### src/rtl/ts_pkg.sv
// Shared constants, symbol-index type and FSM state encoding for the ts_os_gen training-set generator.
package ts_pkg;
    localparam logic [7:0] COM    = 8'hBC;
    localparam logic [7:0] PAD    = 8'hF7;
    localparam logic [7:0] SKP    = 8'h1C;
    localparam logic [7:0] TS1_ID = 8'h4A;
    localparam logic [7:0] TS2_ID = 8'h45;

    typedef logic [3:0] sym_idx_t;

    localparam sym_idx_t SYM_LAST = 4'd15;
    localparam sym_idx_t SKP_LAST = 4'd3;

    typedef enum logic [1:0] {
        ST_IDLE,
        ST_SEND,
        ST_SKP,
        ST_DONE
    } state_t;
endpackage

### src/rtl/ts_lane_sym.sv
// Per-lane symbol mux: maps symbol index plus captured training-set fields to one lane's data byte and K flag.
module ts_lane_sym
    import ts_pkg::*;
(
    input  logic [3:0] idx,
    input  logic       skp_os,
    input  logic       ts_type,
    input  logic [7:0] link_num,
    input  logic       link_pad,
    input  logic       lane_pad,
    input  logic [7:0] lane_id,
    input  logic [7:0] n_fts,
    input  logic [7:0] rate_id,
    input  logic [7:0] train_ctl,
    output logic [7:0] data,
    output logic       k
);
    always_comb begin
        data = ts_type ? TS2_ID : TS1_ID;
        k    = 1'b0;
        if (skp_os) begin
            data = (idx == 4'd0) ? COM : SKP;
            k    = 1'b1;
        end else begin
            case (idx)
                4'd0: begin
                    data = COM;
                    k    = 1'b1;
                end
                4'd1: begin
                    data = link_pad ? PAD : link_num;
                    k    = link_pad;
                end
                4'd2: begin
                    data = lane_pad ? PAD : lane_id;
                    k    = lane_pad;
                end
                4'd3:    data = n_fts;
                4'd4:    data = rate_id;
                4'd5:    data = train_ctl;
                default: ;
            endcase
        end
    end
endmodule

### src/rtl/ts_os_gen.sv
// Multi-lane PCIe TS1/TS2 ordered-set generator with start/busy/done control and valid/ready symbol output.
// Optional SKP ordered-set insertion is enabled by defining TS_OS_GEN_SKP_EN.
module ts_os_gen
    import ts_pkg::*;
#(
    parameter int LANE_NUM     = 4,
    parameter int CNT_W        = 16,
    parameter int SKP_INTERVAL = 32
) (
    input  logic                  clk,
    input  logic                  rst,
    input  logic                  ts_start,
    input  logic                  ts_type,
    input  logic [CNT_W-1:0]      ts_count,
    input  logic                  ts_stop,
    input  logic [7:0]            link_num,
    input  logic                  link_pad,
    input  logic                  lane_pad,
    input  logic                  lane_rev,
    input  logic [7:0]            n_fts,
    input  logic [7:0]            rate_id,
    input  logic [7:0]            train_ctl,
    output logic                  ts_busy,
    output logic                  ts_done,
    output logic                  sym_valid,
    input  logic                  sym_ready,
    output logic [LANE_NUM*8-1:0] sym_data,
    output logic [LANE_NUM-1:0]   sym_k,
    output logic                  sym_sos
);
    state_t           state, state_nx;
    sym_idx_t         idx;
    logic [CNT_W-1:0] os_cnt;
    logic [CNT_W-1:0] os_cnt_inc;
    logic             stop_q;
    logic             accept, fire, os_end, last_os;

    logic             type_q, link_pad_q, lane_pad_q, lane_rev_q;
    logic [CNT_W-1:0] count_q;
    logic [7:0]       link_q, nfts_q, rate_q, ctl_q;

    assign accept     = (state == ST_IDLE) && ts_start;
    assign sym_valid  = (state == ST_SEND) || (state == ST_SKP);
    assign ts_busy    = (state != ST_IDLE);
    assign ts_done    = (state == ST_DONE);
    assign sym_sos    = sym_valid && (idx == 4'd0);
    assign fire       = sym_valid && sym_ready;
    assign os_end     = fire && (state == ST_SEND) && (idx == SYM_LAST);
    // Continuous mode relies on the saturating increment never wrapping back to a small count.
    assign os_cnt_inc = (os_cnt == '1) ? os_cnt : os_cnt + 1'b1;
    assign last_os    = stop_q || ts_stop || ((count_q != '0) && (os_cnt_inc == count_q));

`ifdef TS_OS_GEN_SKP_EN
    logic [CNT_W-1:0] skp_cnt;
    logic             end_q;
    logic             skp_due;

    assign skp_due = ((skp_cnt + 1'b1) == CNT_W'(SKP_INTERVAL));

    always_ff @(posedge clk or posedge rst) begin
        if (rst) begin
            skp_cnt <= '0;
            end_q   <= 1'b0;
        end else if (accept) begin
            skp_cnt <= '0;
            end_q   <= 1'b0;
        end else if (os_end) begin
            skp_cnt <= skp_due ? '0 : skp_cnt + 1'b1;
            end_q   <= last_os;
        end
    end
`endif

    always_comb begin
        state_nx = state;
        case (state)
            ST_IDLE: if (ts_start) state_nx = ST_SEND;
            ST_SEND: begin
                if (os_end) begin
`ifdef TS_OS_GEN_SKP_EN
                    if (skp_due)      state_nx = ST_SKP;
                    else if (last_os) state_nx = ST_DONE;
`else
                    if (last_os) state_nx = ST_DONE;
`endif
                end
            end
`ifdef TS_OS_GEN_SKP_EN
            ST_SKP:  if (fire && idx == SKP_LAST) state_nx = end_q ? ST_DONE : ST_SEND;
`endif
            ST_DONE: state_nx = ST_IDLE;
            default: state_nx = ST_IDLE;
        endcase
    end

    always_ff @(posedge clk or posedge rst) begin
        if (rst) begin
            state  <= ST_IDLE;
            idx    <= '0;
            os_cnt <= '0;
            stop_q <= 1'b0;
        end else begin
            state <= state_nx;
            if (accept) begin
                idx    <= '0;
                os_cnt <= '0;
                stop_q <= 1'b0;
            end else begin
                if (sym_valid && ts_stop) stop_q <= 1'b1;
                if (fire) idx <= (state == ST_SKP && idx == SKP_LAST) ? '0 : idx + 1'b1;
                if (os_end) os_cnt <= os_cnt_inc;
            end
        end
    end

    // Run configuration is frozen at accept so mid-run input changes cannot corrupt a set.
    always_ff @(posedge clk) begin
        if (accept) begin
            type_q     <= ts_type;
            count_q    <= ts_count;
            link_q     <= link_num;
            link_pad_q <= link_pad;
            lane_pad_q <= lane_pad;
            lane_rev_q <= lane_rev;
            nfts_q     <= n_fts;
            rate_q     <= rate_id;
            ctl_q      <= train_ctl;
        end
    end

    for (genvar i = 0; i < LANE_NUM; i++) begin : g_lane
        localparam logic [7:0] FWD_ID = 8'(i);
        localparam logic [7:0] REV_ID = 8'(LANE_NUM - 1 - i);
        logic [7:0] lane_data;
        logic       lane_k;

        ts_lane_sym u_sym (
            .idx       (idx),
            .skp_os    (state == ST_SKP),
            .ts_type   (type_q),
            .link_num  (link_q),
            .link_pad  (link_pad_q),
            .lane_pad  (lane_pad_q),
            .lane_id   (lane_rev_q ? REV_ID : FWD_ID),
            .n_fts     (nfts_q),
            .rate_id   (rate_q),
            .train_ctl (ctl_q),
            .data      (lane_data),
            .k         (lane_k)
        );

        assign sym_data[8*i +: 8] = sym_valid ? lane_data : 8'h00;
        assign sym_k[i]           = sym_valid && lane_k;
    end
endmodule

### config.mk
export PLATFORM = sky130hd
export DESIGN_NAME = ts_os_gen
export DESIGN_NICKNAME = d
export VERILOG_FILES = /design/src/rtl/ts_pkg.sv /design/src/rtl/ts_lane_sym.sv /design/src/rtl/ts_os_gen.sv
export SDC_FILE = /design/constraint.sdc
export NUM_CORES = 1
export LEC_CHECK = 0
export CORE_ASPECT_RATIO = 1.75
export CORE_MARGIN = 10
export CORE_UTILIZATION = 45
export CTS_BUF_LIST = sky130_fd_sc_hd__clkbuf_8
export DETAILED_ROUTE_END_ITERATION = 10
export GPL_TIMING_DRIVEN = 0
export PLACE_DENSITY = 0.83
export REMOVE_ABC_BUFFERS = 1
export SLEW_MARGIN = 30
export SYNTH_ARGS = -nofsm -noshare
export SYNTH_HDL_FRONTEND = slang
export SYNTH_SLANG_ARGS = --single-unit
export TNS_END_PERCENT = 30
### constraint.sdc
create_clock -name clk -period 3.9 [get_ports clk]
set_input_delay 0.78 -clock clk [delete_from_list [all_inputs] [get_ports clk]]
set_output_delay 0.78 -clock clk [all_outputs]
set_load 0.02 [all_outputs]
==> run metrics <==
fmax=271 MHz; r2r endpoint=state[0]; DR pass1 iterations=4; worst path cell trace=inv_1 > ha_1 > nor2_1 > a21oi_1 > nor2b_1 > nand2b_1 > a21oi_1 > clkdlybuf4s50_1; Avg Cell Area, Syn=10.8 µm²; Core ar.=0.00898 mm²; io pins=97; Hold Path Sink=stop_q; die span in x=92.1 µm; sw power=1.46 mW; placed inst area=0.00493 mm²; final instance area=0.00510 mm²; RSZ-0062 raised after global routing=false; register area share after synthesis=0.522; Worst Reg-to-Reg Cells=9; H-tree levels=3; clock sink total=75; WL final=10200 µm; DRT antenna net count=0; P_int=2.10 mW; Worst-Skew Late Latency=0.36 ns; Final Max Slew Viols=0; final setup skew=0.0106 ns; port buffer count=96; met1 Usage GRT=0.148; initial DRC count=172; Largest stage delay, worst path=0.64 ns; Final Cycle Share=0.946; Post-synth EDFFs=52; GPL Wtd Cong=0.924; final std cells w/o fill=566; final setup fails=0; clock slew at reported path FFs=0.08 ns; placed cell count=550; Crit Path Category=flip-flop to output port; setup repair bufs after CTS=0; drt wl/cell=18.0 µm; met2 usage=0.284; Nets=507; busiest grt layer=met2; hold depth=2; peak supply drop=0.391 mV; CP Capture Type=output port; Syn. warnings=0; endpoints failing hold=0; Worst Path Required=3.12 ns; Post-DP HPWL=7870 µm; Tmin final=3.69 ns; CTS buffer count=9; Die Ht=146 µm; clock tree from TritonCTS=built; Cells after Synth=379; Crit Reg-Reg Startpoint=os_cnt[0]; Yosys reg bits=75; GRT overflow=0; vias in the first global route=3297; Die Area=0.0135 mm²; min-delay src=stop_q; Starting Density=0.456; initial antenna violation count=0; first-pass GRT wire length=16500 µm; antenna diode count=0; CP max stage cell=clkdlybuf4s50_1; Worst Hold Class=flip-flop to flip-flop; Async S/R FF share, synth=0.307; CTS Buffer Depth=2; Slew @ Worst Pin=0.572 ns; vias=3131; Clock power frac=0.147; Cell Area, Synth=0.00409 mm²; Yosys cell types=56; combinational power share=0.548; PwrDens=696 mW/mm²; Residual DRC=0; Sw Share=0.410; largest net degree at the start of global routing=39; static leakage=1.83 nW; crit path launch type=flip-flop; crit-path max FO=12; DR vias/cell=5.53; relative slew slack=0.615; layout cells sized above 1=0.0673; Flop pwr share=0.304; Top cell by count, worst path=a21oi_1; fin util=0.568; ys flop type=edfxtp_1; maxcap violations=0; status=finished clean; Site Rows=46; area delta synth->final=24.7%; FF-to-FF setup slack=0.83 ns; clk root buf=clkbuf_8; grt met3 use=0.0508; GRT Overall Usage=0.154; critical path arrival=2.91 ns
==> placed cells by master (no fill, tap or decap), drive strengths merged, types with 5 or more instances in the layout <==
cell,count
edfxtp,52
clkbuf,9
mux2i,6
nand2b,5
o21ai,13
nand3,14
and3,7
a31oi,5
nor2,32
or3,5
nor3,6
xnor2,18
nand4,11
inv,9
a21oi,27
ha,9
dfrtp,23
nand2,21
clkdlybuf4s50,96
xor2,10
nor4,7
==> through the flow <==
step	hold WS, ns	total power [mW]	setup TNS [ns]	setup WS (ns)
floorplan	0.457	2.10	0	0.397
global placement	0.475	3.02	-67.45	-0.964
detailed placement	0.489	3.07	0	0.386
CTS	0.506	3.60	0	0.174
global route	0.545	3.76	0	0.0430
finish	0.504	3.55	0	0.211
==> synthesized netlist by cell type (2+ instances only) <==
cell type,count,area (µm²)
buf_2,5,25.0
nand4_1,10,62.6
a32oi_1,4,35.0
or3_1,4,25.0
nor3_1,6,30.0
nor4_1,6,37.5
o31a_1,4,35.0
a21oi_1,27,135
nor2b_1,4,25.0
nor2_1,32,120
edfxtp_1,52,1560
o2111ai_1,2,17.5
nand3_1,14,70.1
buf_4,26,195
nand2_1,21,78.8
buf_1,2,7.51
ha_1,9,113
a31oi_1,5,31.3
xnor2_1,18,158
dfrtp_1,23,576
o21ai_0,13,65.1
a2111oi_0,2,17.5
o21a_1,4,30.0
a221oi_1,2,17.5
a211oi_1,3,22.5
buf_6,2,22.5
and3_1,6,37.5
clkbuf_1,10,37.5
nand2b_1,5,31.3
o22ai_1,4,25.0
and4_1,2,17.5
inv_1,9,33.8
mux2i_1,6,60.1
a311oi_1,3,26.3
a22oi_1,4,30.0
xor2_1,10,87.6
==> cell type report <==
class	instances	area, µm²
Multi-Input combinational cell	249	1630
Fill cell	794	3880
Clock inverter	7	45.0
Timing Repair Buffer	97	981
Clock buffer	9	124
Tap cell	120	150
Inverter	9	33.8
Sequential cell	75	2140
==> state kept, by name, summed over array words and instances, names as in the netlist, 2 cells and up <==
register  flops
os_cnt       16
state         2
count_q      16
idx           4
link_q        8
rate_q        8
nfts_q        8
ctl_q         8
==> worst max-delay path: cells and delay by family (launching register included) <==
| kind | cells | cell delay (ns) |
|---|---|---|
| buffers and inverters | 2 | 0.74 |
| AOI/OAI and AO/OA | 2 | 0.50 |
| and+or+nand+nor | 3 | 0.39 |
| DFF | 1 | 0.44 |
| adders and majority gates | 1 | 0.46 |
==> what timing repair did <==
| item | 4_1_cts | 5_1_grt |
|---|---|---|
| resized for setup | 1 | 0 |
| hold buffers | 0 | 0 |
| endpoints found under the setup margin | 4 | 0 |
==> power by group through the flow <==
stage               combinational [mW]  clock [mW]  sequential, mW
finish                            1.95       0.523            1.08
global route                      2.08       0.580            1.10
CTS                               1.97       0.546            1.08
detailed placement                1.97           0            1.10
global placement                  1.90           0            1.11
floorplan                         1.01           0            1.09
==> per-layer routing <==
| layer | part of all wire | wire length (µm) |
|---|---|---|
| met5 | 0 | 0 |
| met4 | 0.026 | 268 |
| met3 | 0.067 | 686 |
| met2 | 0.55 | 5650 |
| met1 | 0.35 | 3600 |
==> worst max-delay path by stage <==
stage                     startpoint           end  slack, ns  cells after the start
final                         idx[0]  sym_data[17]       0.21                      8
after global routing          idx[0]  sym_data[25]       0.04                      8
after floorplan             ts_start    count_q[0]       0.40                      1
after CTS                     idx[0]  sym_data[17]       0.17                      8
after detailed placement      idx[2]  sym_data[10]       0.39                      5
after global placement      ts_start     rate_q[6]      -0.96                      2
==> cells by family after synthesis <==
kind of cell | count (synthesis) | share of synthesized area
compound gates | 84 | 0.137
mux | 7 | 0.0174
buf+inv | 55 | 0.0798
xor+xnor | 28 | 0.0600
fa+ha+maj | 9 | 0.0275
flops | 75 | 0.522
simple gates | 121 | 0.156
Note: power is estimated with default switching activity, not from simulation.
